==> config.mk <==
export PLATFORM = sky130hd
export DESIGN_NAME = net_sample_bridge
export DESIGN_NICKNAME = d
export VERILOG_FILES = /design/src/rtl/net_sample_bridge.sv
export SDC_FILE = /design/constraint.sdc
export NUM_CORES = 1
export LEC_CHECK = 0
export ABC_CLOCK_PERIOD_IN_PS = 5900
export CAP_MARGIN = 5
export CORE_MARGIN = 3
export CORE_UTILIZATION = 34
export DETAILED_ROUTE_END_ITERATION = 10
export PLACE_DENSITY_LB_ADDON = 0.12
export SLEW_MARGIN = 0
export SYNTH_ARGS = -nofsm -noshare
export SYNTH_HDL_FRONTEND = slang
export SYNTH_SLANG_ARGS = --single-unit
==> constraint.sdc <==
create_clock -name sample_clk -period 5.9 [get_ports sample_clk]
set_clock_uncertainty 0.2 [all_clocks]
set_input_delay 0.885 -clock sample_clk [delete_from_list [all_inputs] [get_ports sample_clk]]
set_output_delay 0.885 -clock sample_clk [all_outputs]
set_load 0.03 [all_outputs]
==> src/rtl/net_sample_bridge.sv <==
`default_nettype none
`timescale 1ns/1ps
// ============================================================================
//  Module   : net_sample_bridge
//  Purpose  : Audio-rate side of the network handshake. Issues one forward-
//             pass request per frame (toggle), captures the packed 4-channel
//             result on the synchronised done toggle, drives slew-limited,
//             jack-muted outputs and counts late/abandoned requests.
//  Revision : 1.0  initial release
// ============================================================================
module net_sample_bridge #(
    parameter int             W        = 16,
    parameter int             BUDGET   = 1,
    parameter int             TIMEOUT  = 4,
    parameter logic [W-1:0]   MAX_STEP = 16'h0400,
    parameter int             CNT_W    = 16
) (
    input  logic             sample_clk,
    input  logic             rst,
    input  logic             net_done_toggle,
    input  logic [4*W-1:0]   net_out,
    input  logic [7:0]       jack,
    output logic             req_toggle,
    output logic [W-1:0]     sample_out0,
    output logic [W-1:0]     sample_out1,
    output logic [W-1:0]     sample_out2,
    output logic [W-1:0]     sample_out3,
    output logic             stale,
    output logic [CNT_W-1:0] frame_count,
    output logic [CNT_W-1:0] timeout_count
);

    localparam int              c_wait_w = $clog2(TIMEOUT + 1);
    localparam logic signed [W:0] c_step  = {1'b0, MAX_STEP};
    localparam logic signed [W:0] c_nstep = -c_step;

    typedef enum logic [0:0] {
        ST_IDLE = 1'b0,
        ST_WAIT = 1'b1
    } state_t;

    state_t              r_state;
    logic                r_s1;
    logic                r_s2;
    logic                r_s3;
    logic                w_done_pulse;
    logic [c_wait_w-1:0] r_wait_cnt;
    logic [c_wait_w-1:0] w_wait_next;
    logic [W-1:0]        r_target [4];
    logic [W-1:0]        r_out    [4];
    logic                w_unused_jack;

    assign w_done_pulse  = r_s2 ^ r_s3;
    assign w_wait_next   = r_wait_cnt + 1'b1;
    assign w_unused_jack = ^jack[7:4];

    // Move one step of at most MAX_STEP from cur toward tgt; the difference
    // is taken one bit wider so the comparison never wraps.
    function automatic logic [W-1:0] f_slew(input logic [W-1:0] cur,
                                            input logic [W-1:0] tgt);
        logic signed [W:0] d;
        d = $signed({tgt[W-1], tgt}) - $signed({cur[W-1], cur});
        if (d > c_step)
            f_slew = cur + MAX_STEP;
        else if (d < c_nstep)
            f_slew = cur - MAX_STEP;
        else
            f_slew = tgt;
    endfunction

    // Three-flop synchroniser for the network-domain done toggle.
    always_ff @(posedge sample_clk or posedge rst) begin
        if (rst) begin
            r_s1 <= 1'b0;
            r_s2 <= 1'b0;
            r_s3 <= 1'b0;
        end else begin
            r_s1 <= net_done_toggle;
            r_s2 <= r_s1;
            r_s3 <= r_s2;
        end
    end

    // Request/response sequencer: capture on done, otherwise age the
    // outstanding request, flag it stale, and reissue it on timeout.
    always_ff @(posedge sample_clk or posedge rst) begin
        if (rst) begin
            r_state       <= ST_IDLE;
            req_toggle    <= 1'b0;
            r_wait_cnt    <= '0;
            stale         <= 1'b0;
            frame_count   <= '0;
            timeout_count <= '0;
            for (int i = 0; i < 4; i++) r_target[i] <= '0;
        end else begin
            case (r_state)
                ST_IDLE: begin
                    req_toggle <= ~req_toggle;
                    r_wait_cnt <= '0;
                    r_state    <= ST_WAIT;
                end
                ST_WAIT: begin
                    if (w_done_pulse) begin
                        // A done on the timeout tick is a normal completion.
                        for (int i = 0; i < 4; i++)
                            r_target[i] <= net_out[(3-i)*W +: W];
                        if (frame_count != '1)
                            frame_count <= frame_count + 1'b1;
                        req_toggle <= ~req_toggle;
                        r_wait_cnt <= '0;
                        stale      <= 1'b0;
                    end else if (w_wait_next == c_wait_w'(TIMEOUT)) begin
                        if (timeout_count != '1)
                            timeout_count <= timeout_count + 1'b1;
                        req_toggle <= ~req_toggle;
                        r_wait_cnt <= '0;
                        stale      <= 1'b0;
                    end else begin
                        r_wait_cnt <= w_wait_next;
                        if (w_wait_next > c_wait_w'(BUDGET))
                            stale <= 1'b1;
                    end
                end
                default: r_state <= ST_IDLE;
            endcase
        end
    end

    // Output stage: mute on unplugged jack, else slew toward the (pre-capture)
    // target; muting keeps the target so the ramp restarts from zero.
    always_ff @(posedge sample_clk or posedge rst) begin
        if (rst) begin
            for (int i = 0; i < 4; i++) r_out[i] <= '0;
        end else begin
            for (int i = 0; i < 4; i++) begin
                if (!jack[i])
                    r_out[i] <= '0;
                else if (MAX_STEP == '0)
                    r_out[i] <= r_target[i];
                else
                    r_out[i] <= f_slew(r_out[i], r_target[i]);
            end
        end
    end

    assign sample_out0 = r_out[0];
    assign sample_out1 = r_out[1];
    assign sample_out2 = r_out[2];
    assign sample_out3 = r_out[3];

endmodule
`default_nettype wire

==> results.ini, run 1 <==
[critical_path]
reg2regPathDepth=11
worst_ep_required_time_ps=6030
criticalPathCategory=reg -> reg
rrSetupSlack_ps=1640
rr_endpoint=sample_out1[12]$_DFF_PP0_
rr_startpoint=sample_out1[0]$_DFFE_PP0P_
critPathMaxFanout=23
worstSetupStartpointType=flip-flop
critPathCaptureType=flip-flop
cp.arrival_ps=4380

[power_and_ir_drop]
power_per_cell_area_nw_per_um2=426.2
p_int_mw=3.534
p_comb_share_pct=56.3
seqPwrFrac_pct=25.6
power_switching_mw=2.745
power.leakage_nw=6.269
swShare_pct=43.72
clockPowerShare_pct=18.1
max-vdd-ir-drop_mv=0.2152

[grt]
grt_pass1_vias=9677
grt.total_usage_pct=16.49
grt_overflow=0
grt_pass1_wl_mm=51.45
antenna_found_initial=0
grt_max_degree=97

[sta]
max_freq_ghz=0.2349
fin_tns_setup_ps=0
layout_min_cycle_time_ps=4257
finalWorstSetupSlack_ps=1643
period_share_pct=72.15
hold_viol=0
relSlewSlack_pct=29.31
worst_pin_slew_ps=1057
slew_violations=0
rsz0062_at_grt=no
finalSetupViolCount=0

[routing]
routed_via_density=5.220
drt_iter0_drc=461
vias=9939
wl_mm=31.36
drc_errors=0
routedWlPerCell_um=16.47
ant_nets=0
drtPass1Iterations=4

[min_path]
min_from=r_s1$_DFF_PP0_
hold_class=reg -> reg
holdPathEnd=r_s2$_DFF_PP0_
hold_depth=0

[cells_and_area]
drive_gt1_share_pct=9.524
area_growth_pct=21.81
fill_cells=3469
nets=1595
multiInputGateArea_um2=7257
final-seq-area_um2=4229
insertedDiodeCount=0

[logic_synthesis]
synth_top_cell_by_area=dfrtp_1
ys_seq_area_share_pct=34.96
syn-num-nets=1455
netlist_top_cells_area=dfrtp_1 (35%), ha_1 (8.1%), mux2_2 (6.7%)
yosysWarnings=0
yosys.cell_count.top_type=dfrtp_1
yosys_register_bits=169
netlist.area_leader.share_pct=34.96
postSynthAreaPerCell_um2=9.318
ys_types=104
async_reset_ff_share_pct=100.0
synthFlopType=dfrtp_1
synth_cells=1298
synthesis.area_um2=12100
synth_edf_count=0
synth_commonest_cells=dfrtp_1 (169), nand2_1 (131), inv_1 (102)

[cts]
clk_pin_slew_worst_paths_ps=70
cts_hold_buf=0
cts.sinks=169
cts.htree.levels=4
ctsLongestPathBuffers=2
cts_resized=0
cts_made_buffers=17
cts-root-buf=clkbuf_16
post_cts_buffers=0
clk_latency_ps=440
cts_tree=done

[placement]
place_congestion=0.8527
dp_hpwl_mm=23.05
pre_cts_ws_ps=1690
port_buffers=168

[floorplan]
chipHeight_um=194.6
design.die.area_um2=37870
design.core.area_um2=34800
fp-row-count=68
pin_count=173
start_util_pct=34.76
dieWidth_um=194.6

[outcome]
status=finished, final reports clean

[job]
cap_violations=0

worst max-delay path by stage:
stage                                    start                         end  slack (ps)
CTS                 sample_out1[0]$_DFFE_PP0P_   sample_out1[12]$_DFF_PP0_        1670
floorplan                                  rst  frame_count[0]$_DFFE_PP0P_         240
global placement    sample_out1[0]$_DFFE_PP0P_   sample_out1[12]$_DFF_PP0_        1740
finish              sample_out1[0]$_DFFE_PP0P_   sample_out1[12]$_DFF_PP0_        1640
global route        sample_out3[0]$_DFFE_PP0P_   sample_out3[14]$_DFF_PP0_        1360
detailed placement  sample_out1[0]$_DFFE_PP0P_   sample_out1[12]$_DFF_PP0_        1690
kinds of logic after synthesis:
| family | after synthesis | share of synthesized area, % |
|---|---|---|
| other | 1 | 0.03100 |
| AOI/OAI and AO/OA | 282 | 17.09 |
| DFF | 169 | 34.96 |
| and+or+nand+nor | 408 | 17.35 |
| muxes | 115 | 10.37 |
| xor gates and xnor gates | 88 | 6.372 |
| adders and majority gates | 82 | 8.731 |
| buffers and inverters | 153 | 5.100 |
area by class of cell:
type                            count  area share (%)
Multi-Input combinational cell    976           49.26
Clock inverter                      9          0.8068
Tap cell                          455           3.864
Timing Repair Buffer              171           11.65
Inverter                          103           2.658
Sequential cell                   169           28.70
Clock buffer                       21           3.057
power groups by stage:
stage / registers, mW / logic (mW) / clock network [mW]
final: 1.61 / 3.54 / 1.14
after global routing: 1.65 / 3.93 / 1.22
after CTS: 1.61 / 3.55 / 1.19
after detailed placement: 1.63 / 3.53 / 0
after global placement: 1.63 / 3.51 / 0
after floorplan: 1.79 / 2.50 / 0
metal layers:
layer	track usage [%]	vias to the layer above	part of all wire (%)
li1	-	4947	-
met1	22.33	4832	49
met2	26.94	145	46
met3	3.605	15	3.9
met4	4.016	0	1.0
met5	0	-	0
critical path: stages, from the launching register on:
cell,delay (ps)
dfrtp_1,410
ha_1,250
fa_1,400
nand2b_1,180
a211o_1,310
a22o_1,230
o31ai_1,400
xor2_1,110
nor3_1,450
nand3_2,510
and2_1,430
o221a_1,260
cell usage in the layout, fill, tap and decap left out, types with 35 or more instances in the layout:
| cell type | instances |
|---|---|
| nand3_1 | 60 |
| nor2_1 | 62 |
| inv_1 | 101 |
| ha_1 | 78 |
| xnor2_1 | 65 |
| nand2_1 | 130 |
| o21ai_0 | 35 |
| clkdlybuf4s50_1 | 168 |
| a21oi_1 | 66 |
| dfrtp_1 | 169 |
| mux2i_1 | 42 |
| mux2_2 | 72 |
stage by stage:
stage          total power, mW  area, µm²  instances  hold WS (ps)  util [%]
2_1_floorplan            4.291      12100       1298         131.2         -
3_3_place_gp             5.132      14160       1874         137.8     40.70
3_5_place_dp             5.161      14160       1874         151.0     40.70
4_1_cts                  6.344      14730       1904         166.6     42.34
5_1_grt                  6.797      14730       1904         178.8     42.34
6_report                 6.279      14730       1904         164.7     42.34
sequential cells by signal (all words and copies together) (netlist names), 3 cells and up:
signal and flops:
frame_count 16, r_target 64, r_wait_cnt 3, sample_out0 16, sample_out1 16, sample_out2 16, sample_out3 16, timeout_count 16
No activity file was read; power rests on OpenSTA's default activity.
==> inputs of run 2 (changes only) <==
- ABC_CLOCK_PERIOD_IN_PS: 5900 -> 3800
- clock period: 5.9 -> 3.8 ns (I/O delays scaled with it)
==> results.ini, run 2 (synthesis results as in run 1) <==
[cells_and_area]
largest_reg_flops=64
fill_cells=3448
final-seq-area_um2=4229
nets=1623
multiInputGateArea_um2=7289
regMostFlops=r_target
final_cell_area_um2=14990
area_growth_pct=23.97
insertedDiodeCount=0
drive_gt1_share_pct=11.97
mostFrequentLayoutCell=dfrtp_1
final_cell_mix=dfrtp_1 (169), clkdlybuf4s50_1 (168), nand2_1 (130)

[sta]
hold_viol=0
slew_violations=0
worst_pin_slew_ps=1025
relSlewSlack_pct=31.46
finalWorstSetupSlack_ps=172.1
finalSetupViolCount=0
period_share_pct=95.47
layout_min_cycle_time_ps=3628
max_freq_ghz=0.2756

[grt]
grt_overflow=0
grt_max_degree=124
grt_pass1_vias=10010
grt_pass1_wl_mm=52.51
antenna_found_initial=0
grt.total_usage_pct=16.86

[critical_path]
cp.arrival_ps=3800
rr_endpoint=sample_out1[5]$_DFFE_PP0P_
worstSetupStartpointType=flip-flop
critPathMaxFanout=22
worst_ep_required_time_ps=3970
critPathCaptureType=flip-flop
criticalPathCategory=reg -> reg
rrSetupSlack_ps=170
rr_startpoint=sample_out1[0]$_DFFE_PP0P_
reg2regPathDepth=12
startpoint=sample_out1[0]$_DFFE_PP0P_

[placement]
dpl_cell_area_um2=14370
dp_hpwl_mm=23.44
port_buffers=168
place_congestion=0.8324
pre_cts_ws_ps=92.49

[floorplan]
dieWidth_um=194.6
design.core.area_um2=34800
chipHeight_um=194.6
design.die.area_um2=37870
pin_count=173
fp-row-count=68
start_util_pct=34.76

[routing]
routed_via_density=5.179
wl_mm=31.54
drtPass1Iterations=4
vias=10020
routedWlPerCell_um=16.31
drt_iter0_drc=444
drc_errors=0
ant_nets=0

[min_path]
hold_depth=0
holdPathEnd=r_s2$_DFF_PP0_
min_from=r_s1$_DFF_PP0_
hold_class=reg -> reg

[cts]
cts.htree.levels=4
clk_pin_slew_worst_paths_ps=80
cts_hold_buf=0
cts_made_buffers=17
cts.sinks=169
clk_latency_ps=450
cts-root-buf=clkbuf_16
cts_tree=done
ctsLongestPathBuffers=2

[power_and_ir_drop]
max-vdd-ir-drop_mv=0.3520
power.leakage_nw=6.418
power_per_cell_area_nw_per_um2=661.1

[outcome]
status=finished, final reports clean

[job]
cap_violations=0

==> run 2: changes by cell type in the layout (fill, tap and decap cells not counted), sizes merged <==
cell	previous run	this run
inv	105	109
clkinv	3	4
clkbuf	21	19
bufinv	2	0
buf	3	31
clkinvlp	2	3
==> run 2: layer usage <==
layer	vias to the layer above	part of all wire (%)	global-route usage (%)
li1	4994	-	-
met1	4864	47	22.39
met2	137	47	27.61
met3	21	4.2	3.987
met4	0	1.2	4.628
met5	-	0	0
==> run 2: how the worst max path moves through the flow <==
stage                                       to  slack [ps]  cells past startpoint
finish              sample_out1[5]$_DFFE_PP0P_         170                     12
global placement     sample_out1[11]$_DFF_PP0_         130                     11
floorplan            sample_out1[11]$_DFF_PP0_         180                     11
global route        sample_out1[9]$_DFFE_PP0P_          -9                     12
detailed placement   sample_out1[11]$_DFF_PP0_          90                     11
CTS                 sample_out1[5]$_DFFE_PP0P_          70                     12
==> run 2: cell type report <==
| type | instances | share of cell area [%] |
|---|---|---|
| sequential | 169 | 28.20 |
| tap | 455 | 3.797 |
| multi-input combinational | 976 | 48.61 |
| inverter | 103 | 2.603 |
| clock buffer | 19 | 2.954 |
| clock inverter | 13 | 0.8678 |
| timing repair buffer | 199 | 12.96 |
==> run 2: what timing repair did <==
| item | in CTS | in global routing |
|---|---|---|
| setup buffers | 0 | 2 |
| gates resized for setup | 0 | 11 |
| endpoints found under the hold margin | 0 | 0 |
| setup endpoints to repair | 0 | 45 |
==> run 2: worst max-delay path, stage by stage (launching register included) <==
cell and delay, ps:
dfrtp_1 400, ha_2 210, fa_2 340, nand2b_1 170, a211o_1 360, a21oi_1 160
o22ai_1 90, or4_4 530, a311oi_4 380, nand3_2 150, buf_6 190, a21bo_1 210
a21oi_1 150
==> run 2: where the power goes <==
group	internal, mW	switching [mW]	total, mW	leakage, nW
Combinational	2.52	3.19	5.71	3.98
Clock	0.886	0.842	1.73	0.276
Sequential	2.12	0.352	2.48	2.17
Total	5.53	4.39	9.91	6.42
==> run 2: through the flow <==
stage | hold slack [ps] | TNS, ps | power [mW] | utilization (%) | instances
floorplan | 131.2 | 0 | 6.663 | - | 1298
global placement | 135.3 | 0 | 8.107 | 41.30 | 1900
detailed placement | 136.2 | 0 | 8.150 | 41.30 | 1900
CTS | 153.8 | 0 | 9.956 | 42.94 | 1932
global route | 160.2 | -8.761 | 10.76 | 43.09 | 1934
finish | 151.5 | 0 | 9.912 | 43.09 | 1934
==> inputs of run 3 (changes only) <==
- SETUP_SLACK_MARGIN: unset -> 0.2
==> results.ini, run 3 (synthesis results as in run 1) <==
[outcome]
status=finished, final reports clean

[min_path]
hold_depth=0
min_from=r_s1$_DFF_PP0_
holdPathEnd=r_s2$_DFF_PP0_
hold_class=reg -> reg

[floorplan]
design.core.area_um2=34800
start_util_pct=34.76
fp-row-count=68
chipHeight_um=194.6
design.die.area_um2=37870
pin_count=173
dieWidth_um=194.6

[cells_and_area]
nets=1632
regMostFlops=r_target
drive_gt1_share_pct=14.99
final_cell_area_um2=15400
final_cell_mix=dfrtp_1 (168), clkdlybuf4s50_1 (168), nand2_1 (130)
fill_cells=3409
area_growth_pct=27.29
largest_reg_flops=64

[critical_path]
rr_endpoint=sample_out1[12]$_DFF_PP0_
rr_startpoint=sample_out1[0]$_DFFE_PP0P_
worstSetupStartpointType=flip-flop
criticalPathCategory=reg -> reg
worst_ep_required_time_ps=3930
rrSetupSlack_ps=210
critPathMaxFanout=5
reg2regPathDepth=11
cp.arrival_ps=3720
critPathCaptureType=flip-flop

[routing]
drc_errors=0
drtPass1Iterations=5
ant_nets=0
vias=10100
routedWlPerCell_um=16.34
wl_mm=31.77
drt_iter0_drc=409
routed_via_density=5.197

[grt]
grt.total_usage_pct=16.75
antenna_found_initial=1
grt_pass1_wl_mm=52.32
grt_max_degree=65
grt_overflow=0
grt_pass1_vias=9995

[cts]
ctsLongestPathBuffers=2
cts-root-buf=clkbuf_16
cts_tree=done
cts_made_buffers=17
cts.htree.levels=4
cts_hold_buf=0
clk_pin_slew_worst_paths_ps=70
cts.sinks=169
clk_latency_ps=450

[placement]
dpl_cell_area_um2=14410
dp_hpwl_mm=23.68
place_congestion=0.8456
port_buffers=168

[sta]
worst_pin_slew_ps=1026
max_freq_ghz=0.2784
period_share_pct=94.53
hold_viol=0
layout_min_cycle_time_ps=3592
relSlewSlack_pct=31.37
finalSetupViolCount=0
rsz0062_at_grt=yes
slew_violations=0

[job]
cap_violations=0

[power_and_ir_drop]
max-vdd-ir-drop_mv=0.3629
power_per_cell_area_nw_per_um2=673.3
power.leakage_nw=6.541
power.total_mw=10.37

run 3: changes by cell type in the layout (fill, tap and decap cells not counted), moves of 3 or more:
cell	before	now
a21oi_1	66	53
a21oi_2	2	14
buf_4	28	32
bufinv_16	0	4
ha_1	75	72
ha_4	0	3
inv_8	3	0
nor2b_1	14	11
run 3: layout make-up:
| class | count | area (µm²) | area share (%) |
|---|---|---|---|
| multi-input cells | 976 | 7506 | 48.75 |
| well taps | 455 | 569.3 | 3.698 |
| diodes | 1 | 2.502 | 0.01625 |
| clock inverters | 14 | 210.2 | 1.365 |
| repair buffers | 208 | 2058 | 13.37 |
| inverters | 103 | 390.4 | 2.536 |
| flip-flops and latches | 169 | 4230 | 27.48 |
| clock buffers | 18 | 429.2 | 2.787 |
run 3: worst max-delay path, cell delays in order, from the launching register on:
cell and delay [ps]:
dfrtp_2 420, ha_4 170, fa_2 360, nand2b_4 150
a211o_1 310, a21oi_2 140, o22ai_1 70, or4_4 540
a311oi_4 440, nand3_4 200, and2_4 240, o221a_1 230
run 3: worst max path at each step:
stage,slack (ps),from,depth (start not counted),to
after floorplan,220,sample_out1[0]$_DFFE_PP0P_,11,sample_out1[11]$_DFF_PP0_
after global placement,100,sample_out1[0]$_DFFE_PP0P_,11,sample_out1[11]$_DFF_PP0_
after detailed placement,-40,sample_out1[0]$_DFFE_PP0P_,11,sample_out1[12]$_DFF_PP0_
after CTS,210,sample_out1[0]$_DFFE_PP0P_,12,sample_out1[8]$_DFFE_PP0P_
after global routing,60,r_target[32]$_DFFE_PP0P_,13,sample_out1[13]$_DFF_PP0_
final,210,sample_out1[0]$_DFFE_PP0P_,11,sample_out1[12]$_DFF_PP0_
run 3: timing repair:
item / in CTS / in global routing
pin swaps: 4 / 39
buffers inserted: 2 / 5
endpoints found under the setup margin: 38 / 63
cloned: 1 / 1
resized for setup: 15 / 45
run 3: report_power, final:
part	total [mW]	internal (mW)	switching (mW)	leakage (nW)
sequential	2.48	2.12	0.355	2.16
clock	1.94	1.12	0.821	0.309
combinational	5.95	2.65	3.30	4.07
run 3: per-layer routing:
layer  share of wire [%]  global-route usage (%)
met1                  49                   23.18
met4                0.82                   3.697
met3                 3.3                   3.467
met2                  47                   27.12
met5                   0                       0
run 3: per-stage QoR:
step	hold slack (ps)	setup slack [ps]	std cells	TNS, ps	utilization (%)
after CTS	160.7	205.9	1937	0	43.48
final	158.9	207.8	1944	0	44.24
after global placement	139.4	101.2	1902	0	41.41
after floorplan	131.2	225.0	1298	0	-
after global routing	181.6	62.09	1944	0	44.24
after detailed placement	143.3	-37.92	1902	-73.77	41.41
